--- config.mk ---
export PLATFORM = sky130hd
export DESIGN_NAME = sevseg_scan_sequencer
export DESIGN_NICKNAME = d
export VERILOG_FILES = /design/src/rtl/sevseg_pkg.sv /design/src/rtl/sevseg_next_digit.sv /design/src/rtl/sevseg_scan_sequencer.sv
export SDC_FILE = /design/constraint.sdc
export NUM_CORES = 1
export LEC_CHECK = 0
export ABC_AREA = 1
export CORE_ASPECT_RATIO = 1.75
export CORE_MARGIN = 2
export CORE_UTILIZATION = 30
export CTS_CLUSTER_SIZE = 28
export DETAILED_ROUTE_END_ITERATION = 8
export DONT_BUFFER_PORTS = 1
export PLACE_DENSITY_LB_ADDON = 0.05
export REMOVE_ABC_BUFFERS = 1
export SLEW_MARGIN = 20
export SYNTH_ARGS = -nofsm -noshare
export SYNTH_HDL_FRONTEND = slang
export SYNTH_HIERARCHICAL = 1
export SYNTH_SLANG_ARGS = --single-unit
export TNS_END_PERCENT = 20
--- constraint.sdc ---
create_clock -name i_clk -period 6.2 [get_ports i_clk]
set_input_delay 0.62 -clock i_clk [delete_from_list [all_inputs] [get_ports i_clk]]
set_output_delay 0.62 -clock i_clk [all_outputs]
set_load 0.005 [all_outputs]
--- src/rtl/sevseg_pkg.sv ---
// Shared types and constants for the seven-segment scan sequencer.
package sevseg_pkg;

  typedef enum logic [1:0] {
    IDLE  = 2'd0,
    BLANK = 2'd1,
    ON    = 2'd2
  } state_t;

  localparam int N_DIGITS = 8;
  localparam logic [7:0] BLANK_CODE = 8'hFF;
  localparam logic [7:0] AN_OFF = 8'hFF;

  // Active-low one-cold anode pattern selecting a single digit.
  function automatic logic [N_DIGITS-1:0] an_select(input logic [2:0] idx);
    return ~(N_DIGITS'(1) << idx);
  endfunction

endpackage

--- src/rtl/sevseg_next_digit.sv ---
// Rotating priority encoder: finds the first enabled digit strictly after
// cur, searching circularly so that cur itself is the last candidate.
module sevseg_next_digit
  import sevseg_pkg::*;
(
  input  logic [N_DIGITS-1:0] enables,
  input  logic [2:0]          cur,
  output logic [2:0]          nxt,
  output logic                wrap,
  output logic                none
);

  // rot[k] is the enable of the digit k+1 positions after cur.
  logic [N_DIGITS-1:0] rot;
  logic [2:0]          off;

  genvar gi;
  generate
    for (gi = 0; gi < N_DIGITS; gi++) begin : g_rot
      logic [2:0] pos;
      assign pos     = cur + 3'(gi + 1);
      assign rot[gi] = enables[pos];
    end
  endgenerate

  // Lowest set position in the rotated vector is the nearest successor.
  always_comb begin
    off = 3'd7;
    for (int i = N_DIGITS - 1; i >= 0; i--) begin
      if (rot[i]) begin
        off = 3'(i);
      end
    end
  end

  assign nxt  = cur + off + 3'd1;
  assign wrap = (nxt <= cur);
  assign none = ~|enables;

endmodule

--- src/rtl/sevseg_scan_sequencer.sv ---
// Scan sequencer for an eight-digit seven-segment display: visits enabled
// digits only, with a blanking gap, programmable dwell and 4-bit PWM.
module sevseg_scan_sequencer
  import sevseg_pkg::*;
#(
  parameter int DWELL_W = 16,
  parameter int BLANK_W = 8
) (
  input  logic                  i_clk,
  input  logic                  i_rst_n,
  input  logic [N_DIGITS-1:0]   i_digit_en,
  input  logic [8*N_DIGITS-1:0] i_digits,
  input  logic [DWELL_W-1:0]    i_dwell,
  input  logic [BLANK_W-1:0]    i_blank,
  input  logic [3:0]            i_bright,
  input  logic                  i_freeze,
  output logic [N_DIGITS-1:0]   o_an,
  output logic [7:0]            o_digit_code,
  output logic [2:0]            o_digit_idx,
  output logic                  o_frame_done
);

  localparam logic [DWELL_W-1:0] DWELL_ONE = DWELL_W'(1);
  localparam logic [BLANK_W-1:0] BLANK_ONE = BLANK_W'(1);

  state_t               state_reg, state_next;
  logic [2:0]           idx_reg, idx_next;
  logic [BLANK_W-1:0]   blank_reg, blank_next;
  logic [DWELL_W-1:0]   dwell_reg, dwell_next;
  logic [3:0]           phase_reg, phase_next;
  logic [7:0]           code_reg, code_next;
  logic [N_DIGITS-1:0]  an_reg, an_next;
  logic                 frame_reg, frame_next;

  logic [2:0]           search_cur;
  logic [2:0]           nxt_idx;
  logic                 nxt_wrap;
  logic                 no_digits;
  logic [DWELL_W-1:0]   dwell_eff;
  logic [BLANK_W-1:0]   blank_eff;

  // From IDLE, searching after digit 7 yields the lowest enabled digit.
  assign search_cur = (state_reg == IDLE) ? 3'd7 : idx_reg;

  // Zero-length periods are stretched to one cycle.
  assign dwell_eff = (i_dwell == '0) ? DWELL_ONE : i_dwell;
  assign blank_eff = (i_blank == '0) ? BLANK_ONE : i_blank;

  sevseg_next_digit u_next_digit (
    .enables (i_digit_en),
    .cur     (search_cur),
    .nxt     (nxt_idx),
    .wrap    (nxt_wrap),
    .none    (no_digits)
  );

  // State, counters and output registers.
  always_ff @(posedge i_clk) begin
    if (!i_rst_n) begin
      state_reg <= IDLE;
      idx_reg   <= 3'd0;
      blank_reg <= '0;
      dwell_reg <= '0;
      phase_reg <= 4'd0;
      code_reg  <= BLANK_CODE;
      an_reg    <= AN_OFF;
      frame_reg <= 1'b0;
    end else begin
      state_reg <= state_next;
      idx_reg   <= idx_next;
      blank_reg <= blank_next;
      dwell_reg <= dwell_next;
      phase_reg <= phase_next;
      code_reg  <= code_next;
      an_reg    <= an_next;
      frame_reg <= frame_next;
    end
  end

  // Next-state, counter and registered-output logic.
  always_comb begin
    logic [3:0] phase_inc;
    state_next = state_reg;
    idx_next   = idx_reg;
    blank_next = blank_reg;
    dwell_next = dwell_reg;
    phase_next = phase_reg;
    code_next  = code_reg;
    an_next    = AN_OFF;
    frame_next = 1'b0;
    phase_inc  = phase_reg + 4'd1;

    case (state_reg)
      IDLE: begin
        if (!no_digits) begin
          state_next = BLANK;
          idx_next   = nxt_idx;
          blank_next = BLANK_ONE;
        end
      end

      BLANK: begin
        if (blank_reg >= blank_eff) begin
          // Latch the code once so a register write cannot tear this digit.
          state_next = ON;
          code_next  = i_digits[{idx_reg, 3'b000} +: 8];
          dwell_next = DWELL_ONE;
          phase_next = 4'd0;
          // Phase 0 is always within the duty window.
          if (i_digit_en[idx_reg]) begin
            an_next = an_select(idx_reg);
          end
        end else begin
          blank_next = blank_reg + BLANK_ONE;
        end
      end

      ON: begin
        if (!i_freeze && (dwell_reg >= dwell_eff)) begin
          if (no_digits) begin
            state_next = IDLE;
            blank_next = '0;
            dwell_next = '0;
            phase_next = 4'd0;
          end else begin
            state_next = BLANK;
            idx_next   = nxt_idx;
            blank_next = BLANK_ONE;
            frame_next = nxt_wrap;
          end
        end else begin
          if (!i_freeze) begin
            dwell_next = dwell_reg + DWELL_ONE;
          end
          phase_next = phase_inc;
          // Live enable check lets software blank the current digit at once.
          if ((phase_inc <= i_bright) && i_digit_en[idx_reg]) begin
            an_next = an_select(idx_reg);
          end
        end
      end

      default: begin
        state_next = IDLE;
      end
    endcase
  end

  assign o_an         = an_reg;
  assign o_digit_code = code_reg;
  assign o_digit_idx  = idx_reg;
  assign o_frame_done = frame_reg;

endmodule
# == Word level (Yosys, flattened, before mapping) ==
# Index checks and enable logic that the tools add are counted.
# word_totals
ff_bits,50
input_bits,103
# op_classes
add_sub_neg,12
magnitude_cmp,12
eq_ne,8
shift,2
n_mux,53
bitwise_logic,1
reduce_logical,17
# ops
cell,count
16-bit 2-to-1 mux,5
8-bit 2-to-1 mux,8
64-bit by 7-bit variable part select with 8-bit output,1
3-bit by 4-bit less-than comparator with 1-bit output (second input constant),8
16-bit case mux with 2 select lines,1
1-bit binary-select mux with 3-bit select,8
8-bit case mux with 3 select lines,1
3-bit 2-to-1 mux,7
16-bit by 1-bit adder with 16-bit output (second input constant),1
16-bit >= comparator,1
16-bit logical NOT,1
8-bit case mux with 2 select lines,1
3-bit adder (second input constant),4
4-bit 2-to-1 mux,3
4-bit AND reduction,3
1-bit 2-to-1 mux,11
2-bit 2-to-1 mux,5
8-bit by 1-bit adder with 8-bit output (second input constant),1
8-bit >= comparator,1
8-bit logical NOT,1
8-bit inverter,1
4-bit case mux with 2 select lines,1
8-bit OR reduction,1
1-bit by 3-bit << shifter with 8-bit output (first input constant),1
other kinds (20),29

# == Logic depth before layout (Yosys ltp) ==
# depth
ltp_word,17
ltp_mapped,31
ltp_nobuf,31

# == Hierarchy ==
# The synthesis kept the hierarchy.
# by_module_without_submodules
module,n_inst,cells_each,area_per_inst_um2,seq_area_each_um2
sevseg_scan_sequencer,1,662,4087.7,1001.0
sevseg_next_digit,1,114,613.1,0.0

# == Worst setup path after synthesis ==
# Ideal clock, no wire load.
# synth_path
kind,flip-flop to flip-flop
start,register state_reg[0]
end,"register frame_reg, in the netlist o_frame_done"
setup_time_ps,67
t_arrival_ps,3570
required_ps,6133
path_slack_ps,2563
stages_incl_launch_ff,30
n_path_buf,0
synth_period_minus_slack_ps,3637
path_cell_list,dfxtp_1 > inv_1 > ha_1 > inv_1 > nand2_1 > inv_2 > ha_1 > inv_1 > nand3_1 > nand2_1 > nand2_1 > nand2_1 > nand2_1 > nand2_1 > nand2_1 > nand2_1 > nand2_1 > ha_1 > fa_1 > xor2_1 > nand3b_1 > nand2_1 > inv_1 > ha_1 > nand2_1 > a21oi_1 > o21ai_0 > nand2_1 > nand2_1 > nor2_1
# synth_between
elab_chain_len,15
# synth_rtl
element,line,text
start: declaration,sevseg_scan_sequencer.sv:26,"state_t state_reg, state_next;"
start signal: assignment,sevseg_scan_sequencer.sv:69,state_reg <= state_next;
2-bit logical NOT *,sevseg_scan_sequencer.sv:43,assign search_cur = (state_reg == IDLE) ? 3'd7 : idx_reg;
3-bit 2-to-1 mux *,sevseg_scan_sequencer.sv:43,
net search_cur[1],sevseg_scan_sequencer.sv:35,logic [2:0] search_cur;
3-bit adder,sevseg_next_digit.sv:21,assign pos = cur + 3'(gi + 1);
1-bit binary-select mux with 3-bit select,sevseg_next_digit.sv:22,assign rot[gi] = enables[pos];
1-bit 2-to-1 mux (implied by the code),sevseg_next_digit.sv:22,
1-bit 2-to-1 mux,sevseg_next_digit.sv:30,if (rot[i]) begin
2-bit 2-to-1 mux (2 in a row),sevseg_next_digit.sv:30,
3-bit 2-to-1 mux (4 in a row),sevseg_next_digit.sv:30,
3-bit adder *,sevseg_next_digit.sv:36,assign nxt = cur + off + 3'd1;
3-bit by 1-bit adder with 3-bit output *,sevseg_next_digit.sv:36,
net nxt_idx[2],sevseg_scan_sequencer.sv:36,logic [2:0] nxt_idx;
3-bit less-or-equal comparator *,sevseg_next_digit.sv:37,assign wrap = (nxt <= cur);
net nxt_wrap,sevseg_scan_sequencer.sv:37,logic nxt_wrap;
end signal: assignment,sevseg_scan_sequencer.sv:76,frame_reg <= frame_next;
end: declaration,sevseg_scan_sequencer.sv:33,"logic frame_reg, frame_next;"
# The timed path passes the listed nets; every way through them passes the cells marked *. The select of a mux whose other input is x is not followed.
# A chain may end at the register's enable or synchronous reset.

# == Worst setup path in the final report ==
# Same ends and word-level chain as after synthesis.

==> flow_metrics.py <==
metrics = {
    "clock_tree": {
        "clock_latency_ns": 0.31,
        "cts_tree": "done",
        "cts_hold_buf": 0,
        "htree_num_levels": 2,
        "clkSlewWorstSetupHoldPaths_ns": 0.08,
        "postCtsSetupBuffers": 0,
        "cts-root-buf": "clkbuf_16",
        "clkSinkCount": 50,
        "clockBufferDepth": 2,
        "cts_buffers": 5,
        "cts_resized": 0,
    },
    "sta": {
        "finalWorstSetupSlack_ns": 1.911,
        "slew_viol_final": 0,
        "max_slew_margin_pct": 48.36,
        "tns_ns": 0,
        "min_period_ns": 4.289,
        "fin_skew_ns": 0.01450,
        "fin_crit_sh_pct": 69.17,
        "rsz0062_at_grt": "false",
        "hold_violations": 0,
        "fmax_mhz": 233.2,
        "finalSetupViolations": 0,
        "tightest_slew_ns": 0.7738,
    },
    "yosys": {
        "ys.flop_type": "dfxtp_1",
        "synth-seq-area-share_pct": 21.29,
        "avgSynthCellArea_sq_um": 6.058,
        "synth_top_area_cell": "dfxtp_1",
        "synthTopCellsByArea": "dfxtp_1, nand2_1, ha_1",
        "synthArstFlopShare_pct": 0,
        "ys_seq_elements": 50,
        "synth_area_sq_um": 4701,
        "synth_compound_area_share_pct": 11.66,
        "synth_fa_ha_area_share_pct": 11.34,
        "synth_xor_area_share_pct": 3.141,
        "synth_top_family_by_area": "simple AND/OR/NAND/NOR gates",
        "synth.distinct_cells": 42,
        "synth_top_cell_area_share_pct": 21.29,
        "postSynthCellCount": 776,
        "yosysWarnings": 6,
        "synth_edf_count": 0,
        "synth-simple-area-share_pct": 40.17,
        "synthMuxAreaShare_pct": 0,
    },
    "run": {
        "max_cap_violations": 0,
    },
    "routing": {
        "drt.antenna.violating_nets": 0,
        "wl_per_cell_um": 14.99,
        "drt-total-wl_mm": 14.24,
        "dr.pass1.iters": 4,
        "num_vias": 4734,
        "dr.first_iter.drc_count": 231,
        "remaining_drc_errors": 0,
        "vias_per_cell": 4.983,
    },
    "worst_setup_path": {
        "critPathBufInv": 5,
        "slowest_delay_ns": 0.38,
        "cp_data_arrival_time_ns": 4.52,
        "cp-endpoint": "o_frame_done",
        "startpoint": "state_reg[0]",
        "critical_path_class": "flip-flop to flip-flop",
        "critPathTopFamily": "simple AND/OR/NAND/NOR gates",
        "cp.depth": 29,
        "start_kind": "flip-flop",
        "r2r_cells": 29,
        "critPathSlowestCell": "dfxtp_1",
        "reg2reg_slack_ns": 1.91,
        "cp-end-kind": "flip-flop",
        "worstPathRequired_ns": 6.43,
        "crit_path_frequent_cell": "nand2_1",
        "crit_fanout": 13,
        "rr_startpoint": "state_reg[0]",
        "r2r-end": "o_frame_done",
    },
    "global_routing": {
        "antenna_found_initial": 0,
        "grt_max_degree": 34,
        "gr-total-overflow": 0,
        "track_usage_pct": 17.32,
        "grt_pass1_vias": 4781,
        "grt_pass1_wl_mm": 23.34,
    },
    "final_layout": {
        "diodes": 0,
        "final_cell_mix": "nand2_1, inv_1, nor2_1",
        "area_growth_syn_to_layout_pct": 5.377,
        "finalNetCount": 908,
        "drive_above_1_share_pct": 5.105,
        "final_common_cell": "nand2_1",
        "largest_reg_flops": 16,
    },
    "pwr": {
        "p_leak_nw": 2.460,
        "vdd_drop_max_mv": 0.3609,
        "powerDensity_nw_per_um2": 543.1,
    },
    "die": {
        "rows": 60,
        "core-area_sq_um": 15390,
        "die_w_um": 98.63,
        "fp.dieH_um": 169.6,
        "die_area_sq_um": 16730,
        "start_util_pct": 30.54,
        "io_pins": 123,
    },
    "placement": {
        "gp_congestion": 0.8254,
        "post-place-ws_ns": 1.963,
        "hpwl_mm": 11.52,
        "port_buffers": 0,
    },
    "hold_path": {
        "holdCritPathClass": "primary input to flip-flop",
    },
    "run_status": {
        "status": "finished clean",
    },
}
power breakdown:
| part | total, W | leakage [nW] | internal [W] | switching (W) |
|---|---|---|---|---|
| Clock | 0.000292 | 0.0748 | 0.000154 | 0.000139 |
| Combinational | 0.00183 | 1.98 | 0.000645 | 0.00118 |
| Sequential | 0.000572 | 0.410 | 0.000445 | 0.000126 |
Yosys cell counts, drive strengths merged, types with 2 or more instances:
cell type and n:
a22oi 16, inv 111, nand4 16, clkinv 2
nor2 85, nor3 6, ha 41, nand3 69
a21o 2, a21oi 36, buf 16, nand3b 2
nor4 4, dfxtp 50, clkbuf 7, xor2 15
o21ai 18, and2 2, a31oi 16, nand2 255
worst min-delay path by stage:
stage / from / endpoint / cells past startpoint
after floorplan: o_digit_code[2] / o_digit_code[2] / 2
after global placement: o_digit_code[4] / o_digit_code[4] / 2
after detailed placement: o_digit_code[4] / o_digit_code[4] / 2
after CTS: i_rst_n / o_digit_code[4] / 1
after global routing: i_rst_n / o_digit_code[3] / 1
final: i_rst_n / o_digit_code[4] / 1
stage by stage:
step                      power (W)  std cells  hold slack [ns]  instance area (sq um)  util, %
after floorplan            0.001978        753           0.4654                   4547        -
after global placement     0.002372        942           0.4974                   4802    31.20
after detailed placement   0.002418        942           0.4989                   4802    31.20
after CTS                  0.002723        950           0.3887                   4954    32.19
after global routing       0.003051        950           0.3975                   4954    32.19
final                      0.002690        950           0.3953                   4954    32.19
kinds of logic after synthesis:
logic type / count (synthesis)
simple gates: 440
buf+inv: 136
compound gates: 92
flops: 50
fa+ha+maj: 42
xor+xnor: 16
metal layers:
metal / global-route usage [%] / up-vias / share of wire [%]
met1: 16.74 / 2143 / 36
met2: 36.23 / 114 / 58
met3: 2.306 / 16 / 3.6
met4: 5.658 / 0 / 2.0
met5: 0 / - / 0
li1: - / 2461 / -
layout make-up:
class	count	area [sq um]
sequential	50	1001
tap	186	232.7
clock inverter	3	26.28
clock buffer	5	125.1
multi-input combinational	590	3117
fill	1740	10440
timing repair buffer	3	22.52
inverter	113	429.2
Power figures use the tool's default switching activity.
